--- src/rtl/onehot_sequencer_if.sv ---
// Request/strobe bundle between a command source and the one-hot sequencer.
interface onehot_sequencer_if #(
  parameter int SEL_W  = 3,
  parameter int HOLD_W = 4
);
  localparam int OUT_W = 2 ** SEL_W;

  logic              enable;
  logic              in_valid;
  logic              in_ready;
  logic [SEL_W-1:0]  in_sel;
  logic [HOLD_W-1:0] in_hold;
  logic              in_scan;
  logic [OUT_W-1:0]  out;
  logic              busy;
  logic              done;

  modport master (
    output enable, in_valid, in_sel, in_hold, in_scan,
    input  in_ready, out, busy, done
  );

  modport slave (
    input  enable, in_valid, in_sel, in_hold, in_scan,
    output in_ready, out, busy, done
  );
endinterface

--- src/rtl/onehot_sequencer.sv ---
// Registered SEL_W-to-2^SEL_W one-hot strobe driver with per-code dwell and
// an optional scan that walks the strobe through every output once.
module onehot_sequencer #(
  parameter int SEL_W  = 3,
  parameter int HOLD_W = 4
) (
  input logic               clk,
  input logic               rst_n,
  onehot_sequencer_if.slave bus
);
  localparam int OUT_W = 2 ** SEL_W;
  localparam logic [SEL_W:0] LAST_CODE = (SEL_W+1)'(OUT_W - 1);

  typedef enum logic {IDLE, ACTIVE} state_t;

  state_t            state, state_nx;
  logic [SEL_W-1:0]  code, code_nx;
  logic [HOLD_W-1:0] hold, hold_nx;
  logic [HOLD_W-1:0] cnt, cnt_nx;
  logic              scan, scan_nx;
  logic [SEL_W:0]    ncode, ncode_nx;
  logic [OUT_W-1:0]  out_r, out_nx;
  logic              busy_r, busy_nx;
  logic              done_r, done_nx;
  logic              ready;
  logic              accept;

  function automatic logic [OUT_W-1:0] onehot(input logic [SEL_W-1:0] c);
    logic [OUT_W-1:0] o;
    o    = '0;
    o[c] = 1'b1;
    return o;
  endfunction

  assign ready        = rst_n & bus.enable & (state == IDLE);
  assign accept       = bus.in_valid & ready;
  assign bus.in_ready = ready;
  assign bus.out      = out_r;
  assign bus.busy     = busy_r;
  assign bus.done     = done_r;

  always_ff @(posedge clk or negedge rst_n) begin
    if (!rst_n) begin
      state  <= IDLE;
      code   <= '0;
      hold   <= '0;
      cnt    <= '0;
      scan   <= 1'b0;
      ncode  <= '0;
      out_r  <= '0;
      busy_r <= 1'b0;
      done_r <= 1'b0;
    end else begin
      state  <= state_nx;
      code   <= code_nx;
      hold   <= hold_nx;
      cnt    <= cnt_nx;
      scan   <= scan_nx;
      ncode  <= ncode_nx;
      out_r  <= out_nx;
      busy_r <= busy_nx;
      done_r <= done_nx;
    end
  end

  // busy_r low in ACTIVE marks the cycle between accept and the first driven code
  always_comb begin
    state_nx = state;
    code_nx  = code;
    hold_nx  = hold;
    cnt_nx   = cnt;
    scan_nx  = scan;
    ncode_nx = ncode;
    out_nx   = out_r;
    busy_nx  = busy_r;
    done_nx  = 1'b0;
    if (!bus.enable) begin
      state_nx = IDLE;
      code_nx  = '0;
      hold_nx  = '0;
      cnt_nx   = '0;
      scan_nx  = 1'b0;
      ncode_nx = '0;
      out_nx   = '0;
      busy_nx  = 1'b0;
    end else begin
      unique case (state)
        IDLE: begin
          out_nx  = '0;
          busy_nx = 1'b0;
          if (accept) begin
            code_nx  = bus.in_sel;
            hold_nx  = bus.in_hold;
            scan_nx  = bus.in_scan;
            cnt_nx   = '0;
            ncode_nx = '0;
            state_nx = ACTIVE;
          end
        end
        ACTIVE: begin
          if (!busy_r) begin
            out_nx  = onehot(code);
            busy_nx = 1'b1;
          end else if (cnt != hold) begin
            cnt_nx = cnt + HOLD_W'(1);
          end else if (!scan || ncode == LAST_CODE) begin
            state_nx = IDLE;
            out_nx   = '0;
            busy_nx  = 1'b0;
            done_nx  = 1'b1;
          end else begin
            code_nx  = code + SEL_W'(1);
            cnt_nx   = '0;
            ncode_nx = ncode + (SEL_W+1)'(1);
            out_nx   = onehot(code + SEL_W'(1));
          end
        end
        default: state_nx = IDLE;
      endcase
    end
  end
endmodule
--- src/flat_wrapper.sv ---
// flat-port wrapper written by rule: the top's interface ports become plain ports
module onehot_sequencer_flat 
#(
  parameter int SEL_W  = 3,
  parameter int HOLD_W = 4
)
  (clk, rst_n, bus_enable, bus_in_valid, bus_in_sel, bus_in_hold, bus_in_scan, bus_in_ready, bus_out, bus_busy, bus_done);
  onehot_sequencer_if #(.SEL_W(SEL_W), .HOLD_W(HOLD_W)) bus_i ();
  input logic clk;
  input logic rst_n;
  input wire logic [$bits(bus_i.enable)-1:0] bus_enable;
  input wire logic [$bits(bus_i.in_valid)-1:0] bus_in_valid;
  input wire logic [$bits(bus_i.in_sel)-1:0] bus_in_sel;
  input wire logic [$bits(bus_i.in_hold)-1:0] bus_in_hold;
  input wire logic [$bits(bus_i.in_scan)-1:0] bus_in_scan;
  output wire logic [$bits(bus_i.in_ready)-1:0] bus_in_ready;
  output wire logic [$bits(bus_i.out)-1:0] bus_out;
  output wire logic [$bits(bus_i.busy)-1:0] bus_busy;
  output wire logic [$bits(bus_i.done)-1:0] bus_done;
  assign bus_i.enable = bus_enable;
  assign bus_i.in_valid = bus_in_valid;
  assign bus_i.in_sel = bus_in_sel;
  assign bus_i.in_hold = bus_in_hold;
  assign bus_i.in_scan = bus_in_scan;
  assign bus_in_ready = bus_i.in_ready;
  assign bus_out = bus_i.out;
  assign bus_busy = bus_i.busy;
  assign bus_done = bus_i.done;
  onehot_sequencer #(.SEL_W(SEL_W), .HOLD_W(HOLD_W)) u_core (.clk(clk), .rst_n(rst_n), .bus(bus_i));
endmodule
--- config.mk ---
export PLATFORM = sky130hd
export DESIGN_NAME = onehot_sequencer_flat
export DESIGN_NICKNAME = d
export VERILOG_FILES = /design/src/rtl/onehot_sequencer_if.sv /design/src/rtl/onehot_sequencer.sv /design/src/flat_wrapper.sv
export SDC_FILE = /design/constraint.sdc
export NUM_CORES = 1
export LEC_CHECK = 0
export BUFFER_PORTS_ARGS = -buffer_cell sky130_fd_sc_hd__buf_2
export CAP_MARGIN = 15
export CORE_ASPECT_RATIO = 0.6
export CORE_UTILIZATION = 55
export DETAILED_ROUTE_END_ITERATION = 10
export GPL_ROUTABILITY_DRIVEN = 0
export PLACE_DENSITY_LB_ADDON = 0.1
export SLEW_MARGIN = 0
export SYNTH_ARGS = -nofsm -noshare
export SYNTH_HDL_FRONTEND = slang
export SYNTH_SLANG_ARGS = --single-unit
export TNS_END_PERCENT = 100
--- constraint.sdc ---
create_clock -name clk -period 1.95 [get_ports clk]
set_input_delay 0.39 -clock clk [delete_from_list [all_inputs] [get_ports clk]]
set_output_delay 0.39 -clock clk [all_outputs]
set_load 0.05 [all_outputs]
==> results.ini <==
[outcome]
status=completed

[setup_path]
r2r_end=u_core.ncode[3]
rr_startpoint=u_core.cnt[2]
reg2reg_slack_ns=0.15
crit_type=register to register
cp-startpoint=u_core.cnt[2]
worstSetupEndpoint=u_core.ncode[3]
worstPathMaxFanout=7
cp.arrival_ns=2.01
worstPathRequired_ns=2.17
endpoint_kind=register
reg2reg_depth=5
crit_path_start_kind=register

[drt]
detail_route.wl_per_cell_um=16.62
via_per_inst=6.050
drt_first_iter_violations=91
ant_nets=0
dr.pass1.iters=4
drc_errors=0
dr_total_vias=1337
drt_wl_total_um=3672

[clock_tree]
htreeDepth=1
cts_resized=0
cts.root.buffer_cell=clkbuf_8
numCtsBuffers=3
cts_tree=yes
cts_num_sinks=27
clkTransAtPathRegs_ns=0.10
clkLatencyLatePin_ns=0.27
cts_max_path_buffers=2

[timing]
finalSetupViolations=0
tightest_slew_ns=0.4158
skew_ns=0.003471
slew_viol_final=0
finalCriticalPeriod_ns=1.795
holdWs_ns=0.1760
hold_viol_final=0
relSlewSlack_pct=72.28
rsz0062_at_grt=no
fmax_mhz=557.0
tns_ns=0
period_share_pct=92.07

[yosys]
synth_top_area_share_pct=43.76
synth.area.top_cells=dfrtp_1, nand2_1, o21ai_0
ys.flop_type=dfrtp_1
synth_fa_ha_area_share_pct=2.431
syn_area_sq_um=1544
syn_avg_cell_area_sq_um=9.357
synthXorXnorAreaFrac_pct=3.971
synth_compound_area_share_pct=17.91
synth-simple-area-share_pct=24.80
synth_area_leader_cell=dfrtp_1
synth_edf_count=0
postSynthCellCount=165
ys_types=40
synth_top_family_by_area=simple AND/OR/NAND/NOR gates
async_reset_ff_share_pct=100.0
synthMuxAreaShare_pct=2.917
synth-seq-cells=27
syn_nets=180
synth-seq-area-share_pct=43.76
yosys_warnings=0

[global_route]
use_met3_pct=6.651
gr-total-overflow=0
top_usage_layer=met1
use_met2_pct=37.71
use_met1_pct=41.96
grt_max_degree=23
grt_pass1_vias=1211
grtUsageTotal_pct=26.85
antenna_found_initial=0
grt_pass1_wl_um=6092

[min_path]
min_path_type=input pin to asynchronous set/reset pin

[power_and_ir_drop]
pwr-share-comb_pct=20.7
power_switching_mw=0.3662
powerDensity_nw_per_um2=677.0
pwr-share-clk_pct=27.8
power_mw=1.178
p_int_mw=0.8120
ir_drop_mv=0.3962
p_leak_nw=0.8252
p_sw_share_pct=31.08
power.share.sequential_pct=51.5

[floorplan]
top_level_ports=23
initial_core_util_pct=59.96
coreArea_sq_um=2575
rows=14
fp.dieH_um=43.04
die_area_sq_um=3030
die_w_um=70.40

[cells_and_area]
stdcell_area_sq_um=1740
layout-drive-gt1-share_pct=23.81
area_delta_synth_final_pct=12.72
fillers=220
diodes=0
final_nets=205

[placement]
place_area_sq_um=1682
io_buffers=22
dp.final_hpwl_um=2763

[run]
maxCapViolCount=0

## sequential cells by signal (all words and copies together), names as in the netlist
name             flops
u_core.code          3
u_core.scan          1
u_core.bus.busy      1
u_core.state         1
u_core.hold          4
u_core.ncode         4
u_core.cnt           4
u_core.bus.done      1
u_core.bus.out       8
## layout make-up
class	count	area, sq um	share of cell area, %
sequential	27	675.6	38.82
clock buffer	3	41.29	2.372
multi-input combinational	128	803.3	46.15
timing repair buffer	30	172.7	9.921
tap	32	40.04	2.301
clock inverter	1	7.507	0.4313
## how the worst min path moves through the flow
stage,start,end,slack (ns),depth (start not counted)
after floorplan,rst_n,u_core.bus.busy,0.09,0
after global placement,rst_n,u_core.scan,0.24,1
after detailed placement,rst_n,u_core.scan,0.24,1
after CTS,rst_n,u_core.hold[3],0.17,2
after global routing,rst_n,u_core.ncode[3],0.19,2
final,rst_n,u_core.ncode[3],0.18,2
## cell usage after synthesis, types with 2 or more instances
library cell,n
nand2_1,24
nor2b_1,5
o21ai_0,14
clkbuf_1,4
nand4_1,4
a22o_1,7
nand3_1,9
and2_1,3
o31ai_1,2
a32o_1,2
nand3b_1,4
ha_1,3
dfrtp_1,27
a21oi_1,6
and3_1,2
a31oi_1,3
mux2_2,4
nor2_1,12
xnor2_1,6
a32oi_1,2
buf_2,2
buf_4,2
## routing by layer
layer  part of all wire, %  vias up  wire length (um)
met5                     0        -                 0
met4                  0.25        0                 9
met3                   8.5        2               312
met2                    41       64              1512
met1                    50      622              1838
li1                      -      649                 -
## critical path: stages (launching register included)
cell and delay [ns]:
dfrtp_1 0.45, xnor2_1 0.22, and4_1 0.40, nand2_4 0.11, or4_1 0.46, nand3_1 0.09
## power groups by stage
stage | Combinational [mW] | Sequential (mW) | Clock (mW)
finish | 0.244 | 0.607 | 0.327
global route | 0.267 | 0.610 | 0.360
CTS | 0.243 | 0.606 | 0.336
detailed placement | 0.239 | 0.617 | 0
global placement | 0.232 | 0.616 | 0
floorplan | 0.166 | 0.615 | 0
## per-stage QoR
step                utilization [%]  setup WS [ns]  instances
global route                  67.59        0.04918        221
detailed placement            65.31         0.1919        216
finish                        67.59         0.1546        221
global placement              65.31         0.2551        216
floorplan                         -         0.2901        165
CTS                           67.59         0.1498        221
## kinds of logic after synthesis
family                   after synthesis
buffers and inverters                 10
XOR/XNOR                               7
multiplexers                           4
AO/OA/AOI/OAI                         41
adder cells (fa/ha/maj)                3
flip-flops                            27
AND/OR/NAND/NOR                       73
## cell usage in the layout (no fill, tap or decap), types with 2 or more instances in the layout
| master | instances |
|---|---|
| a31oi_1 | 3 |
| dfrtp_1 | 27 |
| clkbuf_8 | 3 |
| nand2_1 | 24 |
| a32oi_1 | 2 |
| nor2b_1 | 5 |
| a21oi_1 | 6 |
| buf_4 | 7 |
| buf_2 | 22 |
| o31ai_1 | 2 |
| and2_1 | 3 |
| mux2_2 | 4 |
| o21ai_0 | 14 |
| a32o_1 | 2 |
| ha_1 | 3 |
| nand3_1 | 9 |
| nand3b_1 | 4 |
| a22o_1 | 7 |
| and3_1 | 2 |
| nor2_1 | 12 |
| xnor2_1 | 6 |
| nand4_1 | 4 |
## what timing repair did
action	in CTS	in global routing
hold buffers	1	0
setup buffers	0	0
endpoints found under the hold margin	5	0
No activity file was read; power rests on OpenSTA's default activity.
